[config.mk]
export PLATFORM = sky130hd
export DESIGN_NAME = fifo_write_arbiter_flat
export DESIGN_NICKNAME = d
export VERILOG_FILES = /design/src/rtl/fifo_write_arbiter_pkg.sv /design/src/rtl/fifo_write_arbiter_if.sv /design/src/rtl/fifo_write_arbiter_rr_pick.sv /design/src/rtl/fifo_write_arbiter.sv /design/src/flat_wrapper.sv
export SDC_FILE = /design/constraint.sdc
export NUM_CORES = 1
export LEC_CHECK = 0
export CAP_MARGIN = 30
export CORE_AREA = 2 2 132 134
export CTS_CLUSTER_DIAMETER = 50
export DETAILED_ROUTE_END_ITERATION = 16
export DIE_AREA = 0 0 134 136
export PLACE_DENSITY = 0.48
export SLEW_MARGIN = 20
export SYNTH_ARGS = -nofsm -noshare
export SYNTH_HDL_FRONTEND = slang
export SYNTH_HIERARCHICAL = 1
export SYNTH_SLANG_ARGS = --single-unit
[constraint.sdc]
create_clock -name clk -period 2.5 [get_ports clk]
set_input_delay 0.5 -clock clk [delete_from_list [all_inputs] [get_ports clk]]
set_output_delay 0.5 -clock clk [all_outputs]
set_load 0.02 [all_outputs]
[src/rtl/fifo_write_arbiter_pkg.sv]
// Shared types and helpers for the FIFO write-port arbiter and its round-robin picker.
package fifo_arb_pkg;

    typedef enum logic {
        ARB_IDLE = 1'b0,
        ARB_LOCK = 1'b1
    } arb_state_e;

    localparam int STALL_CNT_WIDTH = 32;

    // Smallest n with 2**n >= value; returns 0 for value <= 1.
    function automatic int clog2(input int value);
        int result;
        result = 0;
        for (int i = 0; i < 31; i++) begin
            if ((1 << i) < value) begin
                result = i + 1;
            end
        end
        return result;
    endfunction

endpackage

[src/rtl/fifo_write_arbiter_if.sv]
// Bundle of requester-side and FIFO-side signals around the write arbiter.
interface fifo_write_arbiter_if #(
    parameter int NUM_REQ    = 4,
    parameter int DATA_WIDTH = 64
);
    import fifo_arb_pkg::*;

    localparam int ID_WIDTH = (clog2(NUM_REQ) < 1) ? 1 : clog2(NUM_REQ);

    logic [NUM_REQ-1:0]            req_valid;
    logic [NUM_REQ-1:0]            req_last;
    logic [NUM_REQ*DATA_WIDTH-1:0] req_data;
    logic [NUM_REQ-1:0]            req_ready;
    logic                          fifo_write_req;
    logic [DATA_WIDTH-1:0]         fifo_write_data;
    logic                          fifo_write_ready;
    logic                          fifo_almost_full;
    logic [ID_WIDTH-1:0]           grant_id;
    logic                          busy;

    modport master (
        input  req_valid, req_last, req_data, fifo_write_ready, fifo_almost_full,
        output req_ready, fifo_write_req, fifo_write_data, grant_id, busy
    );

    modport slave (
        output req_valid, req_last, req_data, fifo_write_ready, fifo_almost_full,
        input  req_ready, fifo_write_req, fifo_write_data, grant_id, busy
    );

endinterface

[src/rtl/fifo_write_arbiter_rr_pick.sv]
// Combinational round-robin selector: first set bit of valid after rr_ptr, wrapping.
module rr_pick
    import fifo_arb_pkg::*;
#(
    parameter int N     = 4,
    parameter int IDX_W = 2
) (
    input  logic [N-1:0]     valid,
    input  logic [IDX_W-1:0] rr_ptr,
    output logic             found,
    output logic [IDX_W-1:0] index
);

    logic [2*N-1:0] doubled;
    logic [N-1:0]   rotated;
    int             start;

    // Doubling the vector turns the wrap-around search into a plain shift.
    always_comb begin
        start   = int'(rr_ptr) + 1;
        doubled = {valid, valid};
        rotated = N'(doubled >> start);
        found   = 1'b0;
        index   = '0;
        for (int k = N - 1; k >= 0; k--) begin
            if (rotated[k]) begin
                found = 1'b1;
                index = IDX_W'((start + k) % N);
            end
        end
    end

endmodule

[src/rtl/fifo_write_arbiter.sv]
// Round-robin, burst-locked sharing of one FIFO write port among NUM_REQ producers.
// Define FIFO_WRITE_ARB_STATS_EN to add the saturating stall_cycles counter output.
module fifo_write_arbiter
    import fifo_arb_pkg::*;
#(
    parameter int NUM_REQ    = 4,
    parameter int DATA_WIDTH = 64,
    parameter int BURST_LEN  = 8
) (
    input  logic                       clk,
    input  logic                       reset,
    fifo_write_arbiter_if.master       bus
`ifdef FIFO_WRITE_ARB_STATS_EN
    ,
    output logic [STALL_CNT_WIDTH-1:0] stall_cycles
`endif
);

    localparam int ID_WIDTH  = (clog2(NUM_REQ) < 1) ? 1 : clog2(NUM_REQ);
    localparam int CNT_WIDTH = clog2(BURST_LEN) + 1;
    localparam logic [CNT_WIDTH-1:0] LAST_BEAT = CNT_WIDTH'(BURST_LEN - 1);

    arb_state_e          state_q, state_d;
    logic [ID_WIDTH-1:0] grant_id_q, grant_id_d;
    logic [ID_WIDTH-1:0] rr_ptr_q, rr_ptr_d;
    logic [CNT_WIDTH-1:0] beat_cnt_q, beat_cnt_d;
    logic [ID_WIDTH-1:0] pick_index;
    logic                pick_found;
    logic                owner_valid;
    logic                owner_last;
    logic                beat;

    rr_pick #(
        .N     (NUM_REQ),
        .IDX_W (ID_WIDTH)
    ) u_rr_pick (
        .valid  (bus.req_valid),
        .rr_ptr (rr_ptr_q),
        .found  (pick_found),
        .index  (pick_index)
    );

    assign owner_valid = bus.req_valid[grant_id_q];
    assign owner_last  = bus.req_last[grant_id_q];
    assign beat        = (state_q == ARB_LOCK) && owner_valid && bus.fifo_write_ready;

    always_ff @(posedge clk) begin
        if (reset) begin
            state_q    <= ARB_IDLE;
            grant_id_q <= '0;
            rr_ptr_q   <= ID_WIDTH'(NUM_REQ - 1);
            beat_cnt_q <= '0;
        end else begin
            state_q    <= state_d;
            grant_id_q <= grant_id_d;
            rr_ptr_q   <= rr_ptr_d;
            beat_cnt_q <= beat_cnt_d;
        end
    end

    always_comb begin
        state_d    = state_q;
        grant_id_d = grant_id_q;
        rr_ptr_d   = rr_ptr_q;
        beat_cnt_d = beat_cnt_q;
        case (state_q)
            ARB_IDLE: begin
                if (pick_found && !bus.fifo_almost_full) begin
                    state_d    = ARB_LOCK;
                    grant_id_d = pick_index;
                    rr_ptr_d   = pick_index;
                    beat_cnt_d = '0;
                end
            end
            ARB_LOCK: begin
                // Release on end-of-packet or when the burst cap is reached.
                if (beat) begin
                    beat_cnt_d = beat_cnt_q + CNT_WIDTH'(1);
                    if (owner_last || (beat_cnt_q == LAST_BEAT)) begin
                        state_d = ARB_IDLE;
                    end
                end
            end
            default: state_d = ARB_IDLE;
        endcase
    end

    always_comb begin
        bus.busy            = (state_q == ARB_LOCK);
        bus.grant_id        = grant_id_q;
        bus.fifo_write_data = bus.req_data[int'(grant_id_q)*DATA_WIDTH +: DATA_WIDTH];
        bus.fifo_write_req  = beat;
        bus.req_ready       = '0;
        if (state_q == ARB_LOCK) begin
            bus.req_ready[grant_id_q] = bus.fifo_write_ready;
        end
    end

`ifdef FIFO_WRITE_ARB_STATS_EN
    logic [STALL_CNT_WIDTH-1:0] stall_cycles_q, stall_cycles_d;

    always_comb begin
        stall_cycles_d = stall_cycles_q;
        if ((state_q == ARB_LOCK) && owner_valid && !bus.fifo_write_ready &&
            (stall_cycles_q != '1)) begin
            stall_cycles_d = stall_cycles_q + STALL_CNT_WIDTH'(1);
        end
    end

    always_ff @(posedge clk) begin
        if (reset) begin
            stall_cycles_q <= '0;
        end else begin
            stall_cycles_q <= stall_cycles_d;
        end
    end

    assign stall_cycles = stall_cycles_q;
`endif

endmodule
[src/flat_wrapper.sv]
// flat-port wrapper written by rule: the top's interface ports become plain ports
module fifo_write_arbiter_flat import fifo_arb_pkg::*;
#(
    parameter int NUM_REQ    = 4,
    parameter int DATA_WIDTH = 64,
    parameter int BURST_LEN  = 8
)
  (clk, reset, bus_req_valid, bus_req_last, bus_req_data, bus_fifo_write_ready, bus_fifo_almost_full, bus_req_ready, bus_fifo_write_req, bus_fifo_write_data, bus_grant_id, bus_busy);
  fifo_write_arbiter_if #(.NUM_REQ(NUM_REQ), .DATA_WIDTH(DATA_WIDTH)) bus_i ();
  input  logic clk;
  input  logic reset;
  input wire logic [$bits(bus_i.req_valid)-1:0] bus_req_valid;
  input wire logic [$bits(bus_i.req_last)-1:0] bus_req_last;
  input wire logic [$bits(bus_i.req_data)-1:0] bus_req_data;
  input wire logic [$bits(bus_i.fifo_write_ready)-1:0] bus_fifo_write_ready;
  input wire logic [$bits(bus_i.fifo_almost_full)-1:0] bus_fifo_almost_full;
  output wire logic [$bits(bus_i.req_ready)-1:0] bus_req_ready;
  output wire logic [$bits(bus_i.fifo_write_req)-1:0] bus_fifo_write_req;
  output wire logic [$bits(bus_i.fifo_write_data)-1:0] bus_fifo_write_data;
  output wire logic [$bits(bus_i.grant_id)-1:0] bus_grant_id;
  output wire logic [$bits(bus_i.busy)-1:0] bus_busy;
  assign bus_i.req_valid = bus_req_valid;
  assign bus_i.req_last = bus_req_last;
  assign bus_i.req_data = bus_req_data;
  assign bus_i.fifo_write_ready = bus_fifo_write_ready;
  assign bus_i.fifo_almost_full = bus_fifo_almost_full;
  assign bus_req_ready = bus_i.req_ready;
  assign bus_fifo_write_req = bus_i.fifo_write_req;
  assign bus_fifo_write_data = bus_i.fifo_write_data;
  assign bus_grant_id = bus_i.grant_id;
  assign bus_busy = bus_i.busy;
  fifo_write_arbiter #(.NUM_REQ(NUM_REQ), .DATA_WIDTH(DATA_WIDTH), .BURST_LEN(BURST_LEN)) u_core (.clk(clk), .reset(reset), .bus(bus_i));
endmodule
==> metrics <==
status finished clean; Slew Limit Fails 0; # IOs 340; relative slew slack approximately 76%; largest net degree at the start of global routing 30; GRT Overall Usage around 15%; routed len/inst roughly 20 um; crit end category output port; Netlist cell types 28; H-tree depth 1; Residual DRC 0; Hold WS just over 0.5 ns; syn_area_per_cell roughly 14 sq um; Max-cap violations 0; core area 16,900 sq um; crit-path max FO 1; global-route wire length before repair approximately 21,000 um; Critical Path Max Stage Delay roughly 0.57 ns; Final Cycle Share between 90% and 100%; clock skew roughly 0.0038 ns; Fin. Hold Viols 0; CP most frequent cell clkdlybuf4s50_1; CTS tree yes; endpoints failing setup 0; Die X 134 um; final wirelength 14,600 um; layout cells sized above 1 18.7%; hpwl dp 12,700 um; met2 Use GR between 20% and 30%; initial core utilization 12.4%; I/O Buffers 339; clk slew on worst S/H paths roughly 0.040 ns; GRT busiest layer met2; Mapped Area ~2100 sq um; met3 GRT Util around 3.6%; Vias around 3,000; Nets around 760; gpl congestion around 0.88; Max VDD drop 0.190 mV; Fmax roughly 400 MHz; clock tree buffer depth 2; worst-path cell chain clkdlybuf4s50_1 > mux4_2 > clkdlybuf4s50_1; Lkg Pwr roughly 2.3 nW; Worst Hold Class register to register; pwr dens around 280 nW/um^2; Tmin final 2.47 ns; TritonCTS buffer count 3; GRT met1 Usage about a fifth; unrepaired setup endpoints after global routing no; commonest register cell after synthesis dfxtp_1; slowest cell on the critical path clkdlybuf4s50_1; Critical Path RT about 2.0 ns; ANT nets after route 0; CP Launch Type primary input; Syn. warnings 6; register area share after synthesis about 8.6%; Synth Instances 150; Area after DPL approximately 5900 sq um; syn nets approximately 420; die area between 15,000 and 20,000 sq um; Std-Cell Rows 48; Design Area, Final approximately 6000 sq um; clk sinks 9; drt initial violations 82; Overflow after GRT 0; Post-synth EDFFs 0; initial antenna violation count 1; Async SR Flop Fraction 0%; dpl cells 711; vias in the first global route between 3,000 and 4,000; final non-filler cell total between 700 and 800; DIE HEIGHT roughly 140 um; routed vias/inst around 4.2; WP data arrival ~2.0 ns; Root Driver clkbuf_16; Slew @ Worst Pin 0.362 ns; Clk Latency, worst-skew pair 0.23 ns; Area growth syn-to-layout 186%; Worst Setup Path Type primary input to output port; Synth Register Bits 9; length of the first detailed-routing pass in iterations 6
layout by cell type, fill, tap and decap left out:
cell,synthesis,final
or4b_1,1,1
mux4_2,66,66
and3_1,1,1
clkbuf_1,7,1
bufbuf_16,0,1
ha_1,1,1
a31o_2,1,1
nor3b_1,2,2
nor2b_1,1,1
dlymetal6s2s_1,0,17
dfxtp_4,0,2
inv_1,5,5
buf_4,2,12
dlygate4sd2_1,0,47
diode_2,0,1
dfxtp_1,9,7
o221ai_2,1,1
a211oi_1,1,1
nor3_1,1,1
and2_1,2,2
clkbuf_16,0,3
nand3b_1,1,1
nand3_1,4,4
buf_12,0,5
nor2_1,4,4
nand2b_1,3,3
a21oi_1,9,9
a31oi_1,3,3
nand2_1,9,9
mux2i_1,1,1
nand4_1,1,1
a211o_1,4,4
clkdlybuf4s50_1,0,275
or3b_2,1,1
sequential cells by signal (all words and copies together) (netlist names):
signal / cells
u_core/bus.busy: 1
u_core/rr_ptr_q: 2
u_core/bus.grant_id: 2
u_core/beat_cnt_q: 4
routing by layer:
| metal | vias up | routed length, um |
|---|---|---|
| li1 | 1360 | - |
| met1 | 1469 | 5750 |
| met2 | 179 | 7330 |
| met3 | 20 | 1210 |
| met4 | 0 | 306 |
| met5 | - | 0 |
kinds of logic after synthesis:
group                    Yosys count  share of synthesized area, %
adder cells (fa/ha/maj)            1                         0.599
flip-flops                         9                          8.63
multiplexers                      67                          71.7
AND/OR/NAND/NOR                   31                          7.91
buffers and inverters             23                          4.92
AO/OA/AOI/OAI                     19                          6.23
what timing repair did:
action | CTS | global route
buffers inserted | 2 | 0
gates resized for setup | 47 | 17
endpoints found under the setup margin | 62 | 17
hold buffers | 0 | 0
gates cloned | 1 | 0
critical path, delay by kind of cell:
family | cells | cell delay (ns)
buffers and inverters | 2 | 1.01
multiplexers | 1 | 0.46
area by class of cell:
cell class                 count  area, sq um
fill                        1699        10900
inverter                       5         18.8
sequential                     9          188
antenna                        1         2.50
timing repair buffer         357         3600
tap                          225          282
clock buffer                   4         78.8
multi-input combinational    118         1800
synth_stat cells, types with 2 or more instances:
cell | count | area, sq um
a211o_1 | 4 | 35.0
a21oi_1 | 9 | 45.0
a31oi_1 | 3 | 18.8
and2_1 | 2 | 12.5
buf_1 | 2 | 7.51
buf_2 | 7 | 35.0
buf_4 | 2 | 15.0
clkbuf_1 | 7 | 26.3
dfxtp_1 | 9 | 180
inv_1 | 5 | 18.8
mux4_2 | 66 | 1490
nand2_1 | 9 | 33.8
nand2b_1 | 3 | 18.8
nand3_1 | 4 | 20.0
nor2_1 | 4 | 15.0
nor3b_1 | 2 | 15.0
worst paths after layout:
path,end,start,cells after the start,slack [ns]
worst max-delay path,bus_fifo_write_data[47],bus_req_data[111],3,0.03
worst min-delay path,u_core/beat_cnt_q[3],u_core/beat_cnt_q[3],2,0.51
worst max register to register,u_core/beat_cnt_q[1],u_core/bus.grant_id[0],5,0.65
worst min register to register,u_core/beat_cnt_q[3],u_core/beat_cnt_q[3],2,0.51
through the flow:
step	setup slack, ns	total power (W)	setup TNS [ns]	utilization, %
finish	0.0296	0.00166	0	35.4
detailed placement	-0.170	0.00145	-0.198	34.7
floorplan	0.244	0.000677	0	-
global route	0.00114	0.00174	0	35.4
global placement	-0.153	0.00144	-0.156	34.7
CTS	0.0000562	0.00168	0	35.1
where the power goes:
| part | leakage (nW) | internal, W | switching (W) |
|---|---|---|---|
| registers | 0.0751 | 0.000152 | 0.0000197 |
| clock network | 0.0382 | 0.000213 | 0.0000673 |
| logic | 2.15 | 0.000762 | 0.000443 |
Note: power is estimated with default switching activity, not from simulation.
